[src/rtl/adc_sample_buffer_if.sv]
// Word stream and burst-control signals between adc_sample_buffer and the M00_AXI burst-write master.
interface adc_sample_buffer_if;
    logic        WORD_TVALID;
    logic [31:0] WORD_TDATA;
    logic        WORD_TREADY;
    logic        INIT_AXI_TXN;
    logic        TXN_DONE;

    modport master (
        output WORD_TVALID, WORD_TDATA, INIT_AXI_TXN,
        input  WORD_TREADY, TXN_DONE
    );

    modport slave (
        input  WORD_TVALID, WORD_TDATA, INIT_AXI_TXN,
        output WORD_TREADY, TXN_DONE
    );
endinterface

[src/rtl/adc_sample_buffer.sv]
// ADC capture, 32-bit word packing, FWFT FIFO and burst sequencer feeding the M00_AXI master.
// Define ADC_SAMPLE_PACK_EN to pack two samples per word; otherwise one zero-extended sample per word.
module adc_sample_buffer #(
    parameter int SAMPLE_WIDTH = 16,
    parameter int FIFO_DEPTH   = 16,
    parameter int BURST_WORDS  = 8
) (
    input  logic                        ACLK,
    input  logic                        ARESET,
    input  logic                        ENABLE,
    input  logic                        ADC_SAMPLE_VALID,
    input  logic [SAMPLE_WIDTH-1:0]     ADC_SAMPLE_DATA,
    input  logic                        CLEAR,
    output logic                        OVERFLOW,
    output logic [$clog2(FIFO_DEPTH):0] FIFO_LEVEL,
    adc_sample_buffer_if.master         word_if
);
    localparam int AW = $clog2(FIFO_DEPTH);
    localparam int LW = AW + 1;
    localparam int CW = $clog2(BURST_WORDS + 1);

    typedef enum logic [1:0] {IDLE, START, DRAIN, WAIT_DONE} state_t;

    state_t        state;
    logic [31:0]   mem [FIFO_DEPTH];
    logic [AW-1:0] wr_ptr;
    logic [AW-1:0] rd_ptr;
    logic [CW-1:0] burst_cnt;
    logic [15:0]   sample_half;
    logic          sample_take;
    logic          push_req;
    logic          push_ok;
    logic          pop;
    logic [31:0]   push_word;

    always_comb begin
        sample_half = 16'(ADC_SAMPLE_DATA);
        sample_take = ENABLE && ADC_SAMPLE_VALID && !CLEAR;
    end

`ifdef ADC_SAMPLE_PACK_EN
    logic        half_sel;
    logic [15:0] low_half;

    // half_sel toggles on every accepted sample, so a dropped word still returns it to 0
    always_ff @(posedge ACLK or posedge ARESET) begin
        if (ARESET) begin
            half_sel <= 1'b0;
            low_half <= '0;
        end else if (CLEAR) begin
            half_sel <= 1'b0;
        end else if (sample_take) begin
            half_sel <= ~half_sel;
            if (!half_sel) low_half <= sample_half;
        end
    end

    always_comb begin
        push_req  = sample_take && half_sel;
        push_word = {sample_half, low_half};
    end
`else
    always_comb begin
        push_req  = sample_take;
        push_word = {16'h0000, sample_half};
    end
`endif

    always_comb begin
        pop     = (state == DRAIN) && word_if.WORD_TVALID && word_if.WORD_TREADY;
        push_ok = push_req && ((FIFO_LEVEL < LW'(FIFO_DEPTH)) || pop);
    end

    always_ff @(posedge ACLK) begin
        if (push_ok) mem[wr_ptr] <= push_word;
    end

    always_ff @(posedge ACLK or posedge ARESET) begin
        if (ARESET) begin
            wr_ptr     <= '0;
            rd_ptr     <= '0;
            FIFO_LEVEL <= '0;
            OVERFLOW   <= 1'b0;
        end else begin
            if (push_ok) wr_ptr <= wr_ptr + 1'b1;
            if (pop)     rd_ptr <= rd_ptr + 1'b1;
            case ({push_ok, pop})
                2'b10:   FIFO_LEVEL <= FIFO_LEVEL + 1'b1;
                2'b01:   FIFO_LEVEL <= FIFO_LEVEL - 1'b1;
                default: ;
            endcase
            if (CLEAR)                      OVERFLOW <= 1'b0;
            else if (push_req && !push_ok)  OVERFLOW <= 1'b1;
        end
    end

    // First-word-fall-through head; forced to zero while empty so reset shows a clean bus
    always_comb begin
        word_if.WORD_TDATA = (FIFO_LEVEL != '0) ? mem[rd_ptr] : '0;
    end

    always_ff @(posedge ACLK or posedge ARESET) begin
        if (ARESET) begin
            state                <= IDLE;
            word_if.INIT_AXI_TXN <= 1'b0;
            word_if.WORD_TVALID  <= 1'b0;
            burst_cnt            <= '0;
        end else begin
            word_if.INIT_AXI_TXN <= 1'b0;
            case (state)
                IDLE: begin
                    if (FIFO_LEVEL >= LW'(BURST_WORDS)) begin
                        state                <= START;
                        word_if.INIT_AXI_TXN <= 1'b1;
                    end
                end
                START: begin
                    state     <= DRAIN;
                    burst_cnt <= '0;
                end
                DRAIN: begin
                    if (pop) begin
                        if (burst_cnt == CW'(BURST_WORDS - 1)) begin
                            word_if.WORD_TVALID <= 1'b0;
                            burst_cnt           <= '0;
                            state               <= WAIT_DONE;
                        end else begin
                            burst_cnt <= burst_cnt + 1'b1;
                        end
                    end else if (!word_if.WORD_TVALID) begin
                        word_if.WORD_TVALID <= 1'b1;
                    end
                end
                WAIT_DONE: begin
                    if (word_if.TXN_DONE) state <= IDLE;
                end
                default: state <= IDLE;
            endcase
        end
    end
endmodule

[src/flat_wrapper.sv]
// flat-port wrapper written by rule: the top's interface ports become plain ports
module adc_sample_buffer_flat 
#(
    parameter int SAMPLE_WIDTH = 16,
    parameter int FIFO_DEPTH   = 16,
    parameter int BURST_WORDS  = 8
)
  (ACLK, ARESET, ENABLE, ADC_SAMPLE_VALID, ADC_SAMPLE_DATA, CLEAR, OVERFLOW, FIFO_LEVEL, word_if_WORD_TVALID, word_if_WORD_TDATA, word_if_INIT_AXI_TXN, word_if_WORD_TREADY, word_if_TXN_DONE);
  adc_sample_buffer_if word_if_i ();
  input  logic ACLK;
  input  logic ARESET;
  input  logic ENABLE;
  input  logic ADC_SAMPLE_VALID;
  input  logic [SAMPLE_WIDTH-1:0] ADC_SAMPLE_DATA;
  input  logic CLEAR;
  output logic OVERFLOW;
  output logic [$clog2(FIFO_DEPTH):0] FIFO_LEVEL;
  output wire logic [$bits(word_if_i.WORD_TVALID)-1:0] word_if_WORD_TVALID;
  output wire logic [$bits(word_if_i.WORD_TDATA)-1:0] word_if_WORD_TDATA;
  output wire logic [$bits(word_if_i.INIT_AXI_TXN)-1:0] word_if_INIT_AXI_TXN;
  input wire logic [$bits(word_if_i.WORD_TREADY)-1:0] word_if_WORD_TREADY;
  input wire logic [$bits(word_if_i.TXN_DONE)-1:0] word_if_TXN_DONE;
  assign word_if_WORD_TVALID = word_if_i.WORD_TVALID;
  assign word_if_WORD_TDATA = word_if_i.WORD_TDATA;
  assign word_if_INIT_AXI_TXN = word_if_i.INIT_AXI_TXN;
  assign word_if_i.WORD_TREADY = word_if_WORD_TREADY;
  assign word_if_i.TXN_DONE = word_if_TXN_DONE;
  adc_sample_buffer #(.SAMPLE_WIDTH(SAMPLE_WIDTH), .FIFO_DEPTH(FIFO_DEPTH), .BURST_WORDS(BURST_WORDS)) u_core (.ACLK(ACLK), .ARESET(ARESET), .ENABLE(ENABLE), .ADC_SAMPLE_VALID(ADC_SAMPLE_VALID), .ADC_SAMPLE_DATA(ADC_SAMPLE_DATA), .CLEAR(CLEAR), .OVERFLOW(OVERFLOW), .FIFO_LEVEL(FIFO_LEVEL), .word_if(word_if_i));
endmodule
[config.mk]
export PLATFORM = sky130hd
export DESIGN_NAME = adc_sample_buffer_flat
export DESIGN_NICKNAME = d
export VERILOG_FILES = /design/src/rtl/adc_sample_buffer_if.sv /design/src/rtl/adc_sample_buffer.sv /design/src/flat_wrapper.sv
export SDC_FILE = /design/constraint.sdc
export NUM_CORES = 1
export LEC_CHECK = 0
export CAP_MARGIN = 25
export CORE_ASPECT_RATIO = 0.75
export CORE_UTILIZATION = 63
export CTS_CLUSTER_SIZE = 10
export DETAILED_ROUTE_END_ITERATION = 7
export DONT_BUFFER_PORTS = 1
export PLACE_DENSITY = 0.79
export SLEW_MARGIN = 10
export SYNTH_ARGS = -nofsm -noshare
export SYNTH_HDL_FRONTEND = slang
export SYNTH_SLANG_ARGS = --single-unit
[constraint.sdc]
create_clock -name ACLK -period 4.4 [get_ports ACLK]
set_input_delay 0.88 -clock ACLK [delete_from_list [all_inputs] [get_ports ACLK]]
set_output_delay 0.88 -clock ACLK [all_outputs]
set_load 0.05 [all_outputs]
# [After elaboration in Yosys (flattened, before gate mapping)]
# Memories as Yosys holds them, arrays and structs flattened.
# Index checks and enable logic that the tools add are counted.
[word_totals] register_bits=22 wordCells=62 inputBits=23 mem_bits_rw=256 mem_count=1 output_inout_bits=40
[classes] n_reduce_logical=17 add_sub_neg=5 n_lt_le_gt_ge=2 n_mux=18 eq_ne=11
[memory_table] memory="u_core.mem" depth=16 word_bits=16 read_ports=1 rd_clocked_by_memory_dff=0 write_ports=1 line_no="adc_sample_buffer.sv:25" source="logic [31:0] mem [FIFO_DEPTH];"
[ops] operator="$mux 32" count=1
[ops] operator="$add 4x1->4 const B" count=3
[ops] operator="$pmux 5 s2" count=1
[ops] operator="$mux 1" count=8
[ops] operator="$mux 2" count=4
[ops] operator="$mux 4" count=2
[ops] operator="$pmux 2 s4" count=1
[ops] operator="$pmux 4 s2" count=1
[ops] operator="$eq 2x2->1 const B" count=3
[ops] operator="$logic_and 1x1->1" count=6
[ops] operator="$ne 2x2->1 const B" count=3
[ops] operator="$reduce_bool 2->1" count=3
[ops] operator="$add 5x1->5 const B" count=1
[ops] operator="$ge 5x4->1 const B" count=1
[ops] operator="$lt 5x5->1 const B" count=1
[ops] operator="$reduce_bool 5->1" count=1
[ops] operator="$sub 5x1->5 const B" count=1
[ops] operator="$eq 2x1->1 const B" count=2
[ops] operator="$eq 4x3->1 const B" count=1
[ops] operator="$ne 2x1->1 const B" count=2
[ops] operator="$reduce_and 2->1" count=2
[ops] operator="$reduce_and 4->1" count=1
[ops] operator="$logic_not 1->1" count=2
[ops] operator="$logic_not 2->1" count=1
[ops] operator="$logic_or 1x1->1" count=1

# [Logic depth before layout (Yosys ltp)]
[depth] word_depth=9 depth_mapped=14 mapped_depth_nobuf=12

# [Worst setup path before layout]
# OpenSTA, ideal clock, no wires.
[synth_path] kind="input to register" from="input port word_if_WORD_TREADY" to="memory u_core.mem[0][0] in the netlist's numbering (enable)" cell_stages=4 n_path_buf=0 setup_time_ns=0.430 t_arrival_ns=3.112 t_required_ns=3.970 path_slack_ns=0.858 path_cell_list="nand3_4 -> a211oi_4 -> inv_4 -> nor4_1"
[synth_via] elab_chain_len=5
[synth_rtl] item="start, declared" line_no="flat_wrapper.sv:21" source="input wire logic [$bits(word_if_i.WORD_TREADY)-1:0] word_if_WORD_TREADY;"
[synth_rtl] item="$logic_and 1x1->1" line_no="adc_sample_buffer.sv:70" source="pop = (state == DRAIN) && word_if.WORD_TVALID && word_if.WORD_TREADY;"
[synth_rtl] item="$logic_or 1x1->1" line_no="adc_sample_buffer.sv:71" source="push_ok = push_req && ((FIFO_LEVEL < LW'(FIFO_DEPTH)) || pop);"
[synth_rtl] item="$logic_and 1x1->1" line_no="adc_sample_buffer.sv:71"
[synth_rtl] item="$mux 1" line_no="adc_sample_buffer.sv:75" source="if (push_ok) mem[wr_ptr] <= push_word;"
[synth_rtl] item="$mux 1 (not written as such)" line_no="adc_sample_buffer.sv:75"
[synth_rtl] item="end, declared" line_no="adc_sample_buffer.sv:25"
# Every way passes these cells.

# [Worst setup path after layout]
[layout_path] from="register u_core.rd_ptr[0]" to="output port word_if_WORD_TDATA[14]"
[layout_via] elab_chain_len=2
[layout_rtl] item="start, declared" line_no="adc_sample_buffer.sv:27" source="logic [AW-1:0] rd_ptr;"
[layout_rtl] item="start signal, assigned" line_no="adc_sample_buffer.sv:86" source="if (pop) rd_ptr <= rd_ptr + 1'b1;"
[layout_rtl] item="$mem_v2 16x16"
[layout_rtl] item="$mux 32" line_no="adc_sample_buffer.sv:99" source="word_if.WORD_TDATA = (FIFO_LEVEL != '0) ? mem[rd_ptr] : '0;"
[layout_rtl] item="end, declared" line_no="flat_wrapper.sv:19" source="output wire logic [$bits(word_if_i.WORD_TDATA)-1:0] word_if_WORD_TDATA;"
# Every way passes these cells.

==> summary.txt <==
GRT
  – GR Overflow Total: 0
  – Pin count of the biggest net entering global routing: 44
  – First-pass GRT wire length: 33.5 mm
  – Number of global-route vias before repair: 5,580
  – Tot GR Track Use: 0.257
  – Initial antenna violation count: 0

Flow run
  – Max-cap violations: 0

Timing
  – Max Freq: 266 MHz
  – Endpoints failing hold: 0
  – Worst-Margin Slew: 1.03 ns
  – Tmin final: 3.76 ns
  – Clock Skew: 0.0173 ns
  – Worst slew margin: 0.316
  – Final setup viols: 0
  – RSZ-0062 raised after global routing: no
  – Final Max Slew Viols: 0
  – Fin Setup TNS: 0 ns
  – Final period utilization: 0.855

Cells and area
  – Utilization after layout: 0.734
  – Layout cells sized above 1: 0.244
  – Most common cell after layout, fill and taps aside: edfxtp_1
  – Fill cells: 986
  – Commonest non-fill, non-tap cells in the layout: 256 x edfxtp_1, 64 x mux4_2, 33 x buf_4
  – Inserted Diodes: 0
  – Nets@finish: 637
  – Synthesis-to-finish area growth: 11.7%

Routing
  – Routed WL: 22.3 mm
  – Pre-antenna DRT Iters: 4
  – Vias: 5,432
  – 1st-iter DRT viols: 518
  – Final ANT Viol Nets: 0
  – Via density: 6.32
  – DRC errors left: 0
  – WL/cell: 25.9 um

Die
  – Core Region: 0.0171 mm^2
  – Starting Density: 0.657
  – Die ar.: 0.0184 mm^2
  – Die Ht: 118 um
  – I/O pin total: 63
  – Die width: 156 um
  – Rows: 41

Logic synthesis
  – Unique cell type count in the Yosys netlist: 49
  – Mean Syn Cell Area: 20.2 um^2
  – Syn Inst Count: 558
  – YS warnings: 0
  – Post-synthesis async set-or-reset flop share: 0.0791
  – Main flop type after synthesis: edfxtp_1
  – Register area share after synthesis: 0.732
  – Cell Area, Synth: 0.0113 mm^2
  – Post-synth EDFFs: 256
  – Synth Register Bits: 278

Power and ir drop
  – Static leakage: 4.09 nW
  – Sw Pwr: 2.60 mW
  – Combinational Power Share: 0.296
  – Clock Power Share: 0.286
  – Pwr per Cell Area: 628 mW/mm^2
  – Sequential share of power: 0.418
  – Maximum vdd ir drop: 0.372 mV
  – Switching Share: 0.330
  – Internal cell power: 5.29 mW

Critical path
  – Crit-path max FO: 21
  – Worst Path Buf+Inv: 2
  – CP startpoint: u_core.rd_ptr[0]
  – CP arrival: 2.88 ns
  – Crit path cell chain: buf_4 -> mux4_2 -> mux2i_1 -> o22ai_1 -> buf_4
  – CP Class: reg2out
  – CP Launch Type: flip-flop
  – Slowest cell on crit path: dfrtp_4
  – Flop-to-flop setup slack: 0.71 ns
  – R2R Path End: u_core.FIFO_LEVEL[4]
  – Register-to-Register Path Depth: 12
  – Most frequent CP cell: buf_4
  – Crit-path leading delay family: multiplexers
  – Reg2reg start: u_core.state[0]
  – Max incr delay on CP: 0.62 ns
  – CP endpoint kind: primary output
  – Worst EP required: 3.52 ns

Clock tree
  – Number of hold buffers added after cts: 0
  – # Post-CTS Setup Buffers: 0
  – CTS tree: built
  – CTS buffer count: 31
  – CTS Sinks: 278
  – Clk pin slew, worst setup/hold paths: 0.06 ns
  – Clk root buf: clkbuf_16
  – Clock Latency Late Sink: 0.54 ns
  – Post-cts sizing count: 0
  – Clock tree buffer depth: 3
  – H-tree levels: 1

Worst hold path
  – Hold WC Path Type: in2async

Run status
  – Outcome: finished clean

Place
  – GPL Wtd Cong: 0.861
  – Detailed Place HPWL: 12.7 mm
  – Number of port buffers: 0
[metal layers]
layer,track usage,part of all wire,routed length (um)
met3,0.0541,0.074,1640
met2,0.430,0.51,11400
met4,0.0766,0.025,553
met5,0,0,0
met1,0.343,0.39,8710
[cells by family after synthesis]
logic type | share of synthesized area
adder cells (fa/ha/maj) | 0.0167
flip-flops | 0.732
buffers and inverters | 0.0283
multiplexers | 0.159
AND/OR/NAND/NOR | 0.0299
XOR/XNOR | 0.00778
AO/OA/AOI/OAI | 0.0265
other | 0.000333
[power by group through the flow]
stage	registers, mW	clock network, mW	logic, mW
after CTS	3.30	2.28	2.35
after floorplan	3.20	0	1.89
after global routing	3.32	2.38	2.47
after global placement	3.34	0	2.27
after detailed placement	3.35	0	2.33
final	3.30	2.25	2.34
[through the flow]
step	area, um^2	std cells	hold WS (ns)	setup slack, ns	power (mW)
floorplan	11300	573	0.455	0.858	5.09
global placement	11700	801	0.479	0.970	5.61
detailed placement	11700	801	0.507	0.758	5.69
CTS	12600	859	0.382	0.532	7.93
global route	12600	860	0.382	0.398	8.18
finish	12600	860	0.397	0.638	7.89
[flip-flops by register name (all words and copies together), names as in the netlist]
| register | cells |
|---|---|
| u_core.mem | 256 |
| u_core.FIFO_LEVEL | 5 |
| u_core.burst_cnt | 4 |
| u_core.rd_ptr | 4 |
| u_core.wr_ptr | 4 |
| u_core.state | 2 |
| u_core.OVERFLOW | 1 |
| u_core.word_if.INIT_AXI_TXN | 1 |
| u_core.word_if.WORD_TVALID | 1 |
[how the worst max path moves through the flow]
stage / endpoint / slack, ns / cells past startpoint
global route: word_if_WORD_TDATA[14] / 0.40 / 5
detailed placement: u_core.FIFO_LEVEL[4] / 0.76 / 12
CTS: word_if_WORD_TDATA[14] / 0.53 / 5
finish: word_if_WORD_TDATA[14] / 0.64 / 5
floorplan: u_core.mem[0][0] / 0.86 / 4
global placement: u_core.FIFO_LEVEL[4] / 0.97 / 10
[cells in the mapped netlist (all sizes together), types with 7 or more instances]
| cell | number | area, um^2 |
|---|---|---|
| mux4 | 64 | 1440 |
| nor2 | 9 | 33.8 |
| nand2 | 12 | 45.0 |
| inv | 14 | 55.1 |
| edfxtp | 256 | 7690 |
| xnor2 | 7 | 61.3 |
| o21ai | 10 | 50.1 |
| dfrtp | 22 | 551 |
| clkbuf | 9 | 33.8 |
| buf | 34 | 230 |
| mux2i | 32 | 320 |
| o22ai | 16 | 100 |
| ha | 15 | 188 |
| and2 | 8 | 50.1 |
[area by class of cell]
type | count | area, um^2 | share of cell area
Clock buffer | 56 | 870 | 0.0692
Sequential cell | 278 | 8240 | 0.656
Multi-Input combinational cell | 238 | 2790 | 0.222
Timing Repair Buffer | 36 | 303 | 0.0241
Clock inverter | 2 | 12.5 | 0.000996
Inverter | 14 | 55.1 | 0.00438
Tap cell | 236 | 295 | 0.0235
(Power assumes the default switching activity.)
